==> src/rtl/muldiv_unit.sv <==
// muldiv_unit: radix-2 iterative MULT/MULTU/DIV/DIVU unit owning the HI/LO register pair
module muldiv_unit #(
  parameter int WIDTH = 32,
  parameter int CNT_W = 6
) (
  input  logic             clk,
  input  logic             rst_n,
  input  logic             start,
  input  logic [1:0]       op,
  input  logic [WIDTH-1:0] op_a,
  input  logic [WIDTH-1:0] op_b,
  input  logic             mthi,
  input  logic             mtlo,
  output logic             busy,
  output logic             done,
  output logic             div_zero,
  output logic [WIDTH-1:0] hi,
  output logic [WIDTH-1:0] lo
);
  typedef enum logic [1:0] {IDLE, RUN, FIX} state_t;
  state_t state;
  logic [CNT_W-1:0] cnt;
  logic is_div, neg_p, neg_a, dz, sgn;
  logic [WIDTH-1:0] m, a_abs, b_abs, q, r;
  logic [WIDTH:0] msum, shifted, diff;
  logic [2*WIDTH-1:0] acc, acc_next, prod;
  // acc holds {partial, multiplier} for multiply and {remainder, dividend/quotient} for divide
  always_comb begin
    sgn = ~op[0];
    a_abs = (sgn && op_a[WIDTH-1]) ? -op_a : op_a;
    b_abs = (sgn && op_b[WIDTH-1]) ? -op_b : op_b;
    msum = {1'b0, acc[2*WIDTH-1:WIDTH]} + (acc[0] ? {1'b0, m} : '0);
    shifted = {acc[2*WIDTH-1:WIDTH], acc[WIDTH-1]};
    diff = shifted - {1'b0, m};
    acc_next = !is_div ? {msum, acc[WIDTH-1:1]}
             : diff[WIDTH] ? {shifted[WIDTH-1:0], acc[WIDTH-2:0], 1'b0}
             : {diff[WIDTH-1:0], acc[WIDTH-2:0], 1'b1};
    prod = neg_p ? -acc : acc;
    q = acc[WIDTH-1:0];
    r = acc[2*WIDTH-1:WIDTH];
  end
  always_ff @(posedge clk) begin
    if (!rst_n) begin
      state <= IDLE;
      cnt <= '0;
      is_div <= 1'b0;
      neg_p <= 1'b0;
      neg_a <= 1'b0;
      dz <= 1'b0;
      m <= '0;
      acc <= '0;
      busy <= 1'b0;
      done <= 1'b0;
      div_zero <= 1'b0;
      hi <= '0;
      lo <= '0;
    end else begin
      done <= 1'b0;
      div_zero <= 1'b0;
      case (state)
        IDLE: begin
          if (mthi) hi <= op_a;
          if (mtlo) lo <= op_a;
          if (start) begin
            state <= RUN;
            busy <= 1'b1;
            cnt <= '0;
            is_div <= op[1];
            neg_p <= sgn & (op_a[WIDTH-1] ^ op_b[WIDTH-1]);
            neg_a <= sgn & op_a[WIDTH-1];
            dz <= op[1] && op_b == '0;
            m <= op[1] ? b_abs : a_abs;
            acc <= {{WIDTH{1'b0}}, op[1] ? a_abs : b_abs};
          end
        end
        RUN: begin
          acc <= acc_next;
          cnt <= cnt + 1'b1;
          if (cnt == CNT_W'(WIDTH - 1)) state <= FIX;
        end
        FIX: begin
          state <= IDLE;
          busy <= 1'b0;
          done <= 1'b1;
          div_zero <= dz;
          // a zero divisor leaves the dividend magnitude as remainder, so re-signing restores raw op_a
          hi <= is_div ? (neg_a ? -r : r) : prod[2*WIDTH-1:WIDTH];
          lo <= is_div ? (dz ? '1 : neg_p ? -q : q) : prod[WIDTH-1:0];
        end
        default: state <= IDLE;
      endcase
    end
  end
endmodule
==> config.mk <==
export PLATFORM = sky130hd
export DESIGN_NAME = muldiv_unit
export DESIGN_NICKNAME = d
export VERILOG_FILES = /design/src/rtl/muldiv_unit.sv
export SDC_FILE = /design/constraint.sdc
export NUM_CORES = 1
export LEC_CHECK = 0
export BUFFER_PORTS_ARGS = -buffer_cell sky130_fd_sc_hd__buf_2
export CAP_MARGIN = 20
export CORE_MARGIN = 3
export CORE_UTILIZATION = 58
export CTS_BUF_LIST = sky130_fd_sc_hd__clkbuf_16
export DETAILED_ROUTE_END_ITERATION = 10
export PLACE_DENSITY = 0.78
export SYNTH_ARGS = -nofsm -noshare
export SYNTH_HDL_FRONTEND = slang
export SYNTH_SLANG_ARGS = --single-unit
export TNS_END_PERCENT = 20
==> constraint.sdc <==
create_clock -name clk -period 6.1 [get_ports clk]
set_clock_uncertainty 0.1 [all_clocks]
set_input_delay 0 -clock clk [delete_from_list [all_inputs] [get_ports clk]]
set_output_delay 0 -clock clk [all_outputs]
set_load 0.01 [all_outputs]
==> metrics.log <==
[metrics] status: finished clean
[metrics] critical path endpoint category: flip-flop
[metrics] Cell Count, Final, Fillers Out: 2448
[metrics] library cell occupying the most area in the post-synthesis netlist: dfxtp_1
[metrics] insertion delay to the later sink of the worst-skew pair: 460 ps
[metrics] maximum net fanout on the critical path: 17
[metrics] Power Dens Cells: 221.4 nW/µm²
[metrics] die footprint: 27360 µm²
[metrics] max-capacitance violation count: 0
[metrics] Critical Path RT: 6350 ps
[metrics] post-synth cell types: 83
[metrics] drt total wl: 54.79 mm
[metrics] Initial DRC Count: 2300
[metrics] number of pins with negative max-slew slack in the final report: 0
[metrics] fraction of the core area covered by cells at the end of the flow: 67.41%
[metrics] peak clock frequency supported by timing: 242.9 MHz
[metrics] Worst-path clk slew: 80 ps
[metrics] Inst Count DP: 2359
[metrics] Mean Syn Cell Area: 7.314 µm²
[metrics] number of cells produced by synthesis: 2015
[metrics] CTS HTree Levels: 4
[metrics] total setup buffers inserted after CTS: 0
[metrics] count of port buffers added during placement: 137
[metrics] largest vdd supply drop: 0.2166 mV
[metrics] net total in the final layout: 2253
[metrics] final antenna diode count: 0
[metrics] path type of the worst setup path: flip-flop to flip-flop
[metrics] number of buffers added by the clock tree synthesis step: 17
[metrics] fraction of the cycle the final worst path needs: 67.49%
[metrics] DRC: 0
[metrics] vias in the first global route: 14095
[metrics] number of endpoints failing setup at the final stage: 0
[metrics] routability congestion estimate: 1.008
[metrics] number of antenna violations at the first check in global routing: 0
[metrics] number of buffers inserted for hold repair after clock tree synthesis: 56
[metrics] Die H: 165.4 µm
[metrics] Boundary Pins: 138
[metrics] Most used DFF post-synth: dfxtp_1
[metrics] number of cells on the worst reg-to-reg path: 13
[metrics] number of enable flip-flop cells after synthesis: 0
[metrics] RSZ-0062 raised after global routing: false
[metrics] Final Hold Fails: 0
[metrics] sequential-to-total area share from yosys stat: 23.77%
[metrics] total negative slack: 0 ps
[metrics] maximum number of buffers from clock root to sink: 2
[metrics] element type at the critical path start: flip-flop
[metrics] count leader, synth: nand2_1
[metrics] syn nets: 2157
[metrics] leakage: 0.006842 µW
[metrics] area share of the largest cell type after synthesis: 23.77%
[metrics] number of gates given a new drive strength after cts: 0
[metrics] via count: 16225
[metrics] hold path depth: 4
[metrics] Yosys warning total: 0
[metrics] largest net degree at the start of global routing: 92
[metrics] remaining global-route overflow: 0
[metrics] slew at the pin closest to its max-slew limit: 1066 ps
[metrics] register bit count reported by yosys: 175
[metrics] critical path arrival: 4360 ps
[metrics] min Tclk post-route: 4117 ps
[metrics] detailed-router iteration count before antenna repair: 6
[metrics] synth-to-layout area growth: 12.86%
[metrics] CTS tree: yes
[metrics] fraction of final layout cells with drive strength greater than 1: 11.06%
[metrics] fraction of registers with async set or reset after synthesis: 0%
[metrics] floorplan row count: 57
[metrics] detailed placer's ending HPWL: 40.48 mm
[metrics] DIE WIDTH: 165.4 µm
[metrics] global router's overall resource usage: 38.65%
[metrics] Std-Cell Core Area: 24680 µm²
[metrics] Commonest cells post-synth: nand2_1, a21oi_1, nor2_1
[metrics] Avg Vias per Cell: 6.628
[metrics] minimum hold slack: 12.96 ps
[metrics] Antenna Violating Nets Remaining: 0
[metrics] Clock Root Buffer: clkbuf_16
[metrics] post-synthesis instance area: 14740 µm²
[metrics] first-pass GRT wire length: 81.59 mm
[metrics] clock sink total: 175
[metrics] cells taking the most area after synthesis: dfxtp_1, a21oi_1, xnor2_1, ha_1, nand2_1
[metrics] Slew headroom: 28.94%
[metrics] Initial Util: 59.73%
[metrics] final routed wire length divided by cell count: 22.38 µm
[metrics] Hold/Removal Path Class: input pin to flip-flop
## critical path: stages (launching register included)
cell	delay (ps)
dfxtp_1	410
inv_1	440
buf_4	340
nor2_1	70
ha_1	360
o211ai_1	110
o21ai_0	460
o211ai_1	220
a21o_1	230
o31ai_1	560
a41oi_1	230
xnor2_1	180
nor2_1	60
o31ai_1	230
## power breakdown
group          total [µW]  switching [µW]  internal [µW]
Combinational        1200             751            450
Sequential           1320             103           1220
Clock                1160             574            585
Total                3680            1430           2250
## flip-flops by register name, indices dropped and copies added (netlist names), 2 cells and up
signal  flops
acc        64
lo         32
hi         32
state       2
m          32
cnt         6
## placed cells by master (no fill, tap or decap), drive strengths merged, types with 39 or more instances in the layout
master / netlist / final
nand2: 226 / 226
nor2: 208 / 208
a21oi: 205 / 205
dfxtp: 175 / 175
o21ai: 161 / 161
buf: 27 / 159
xnor2: 106 / 106
ha: 69 / 69
xor2: 64 / 64
inv: 58 / 64
a211oi: 56 / 56
dlygate4sd3: 0 / 56
mux2i: 53 / 53
o221ai: 39 / 39
## path summary, 6_finish.rpt
kind | from | endpoint | slack [ps]
setup / recovery | acc[0]$_SDFFE_PN0P_ | acc[56]$_SDFFE_PN0P_ | 1980
hold / removal | op_b[6] | m[6]$_SDFFE_PN0P_ | 10
setup reg to reg | acc[0]$_SDFFE_PN0P_ | acc[56]$_SDFFE_PN0P_ | 1980
hold reg to reg | lo[8]$_SDFFE_PN0P_ | lo[8]$_SDFFE_PN0P_ | 350
## layout make-up
cell class | count | area (µm²)
multi-input combinational | 1643 | 10490
fill | 2166 | 8043
sequential | 175 | 3505
timing repair buffer | 215 | 1411
clock buffer | 17 | 425.4
tap | 324 | 405.4
inverter | 59 | 221.5
clock inverter | 15 | 173.9
## through the flow
step	worst slack, ps	cell area, µm²	power [µW]
finish	1983	16630	3682
global route	1776	16630	3817
CTS	2125	16630	3632
detailed placement	2170	15470	2469
global placement	2293	15470	2453
floorplan	2847	14740	2118
## layer usage
layer | vias up | part of all wire [%] | track usage (%)
li1 | 7518 | - | -
met1 | 7513 | 42 | 54.30
met2 | 1031 | 41 | 55.24
met3 | 163 | 12 | 9.429
met4 | 0 | 4.9 | 18.41
met5 | - | 0 | 0
## cells by family (layout without fill, tap and decap cells)
kind of cell	after synthesis	count (layout)	share of synthesized area, %
AO/OA/AOI/OAI	692	692	30.21
AND/OR/NAND/NOR	655	655	20.73
flip-flops	175	175	23.77
multiplexers	55	55	3.752
adder cells (fa/ha/maj)	71	71	6.130
XOR/XNOR	170	170	10.10
buffers and inverters	197	306	5.306
(Power assumes the default switching activity.)
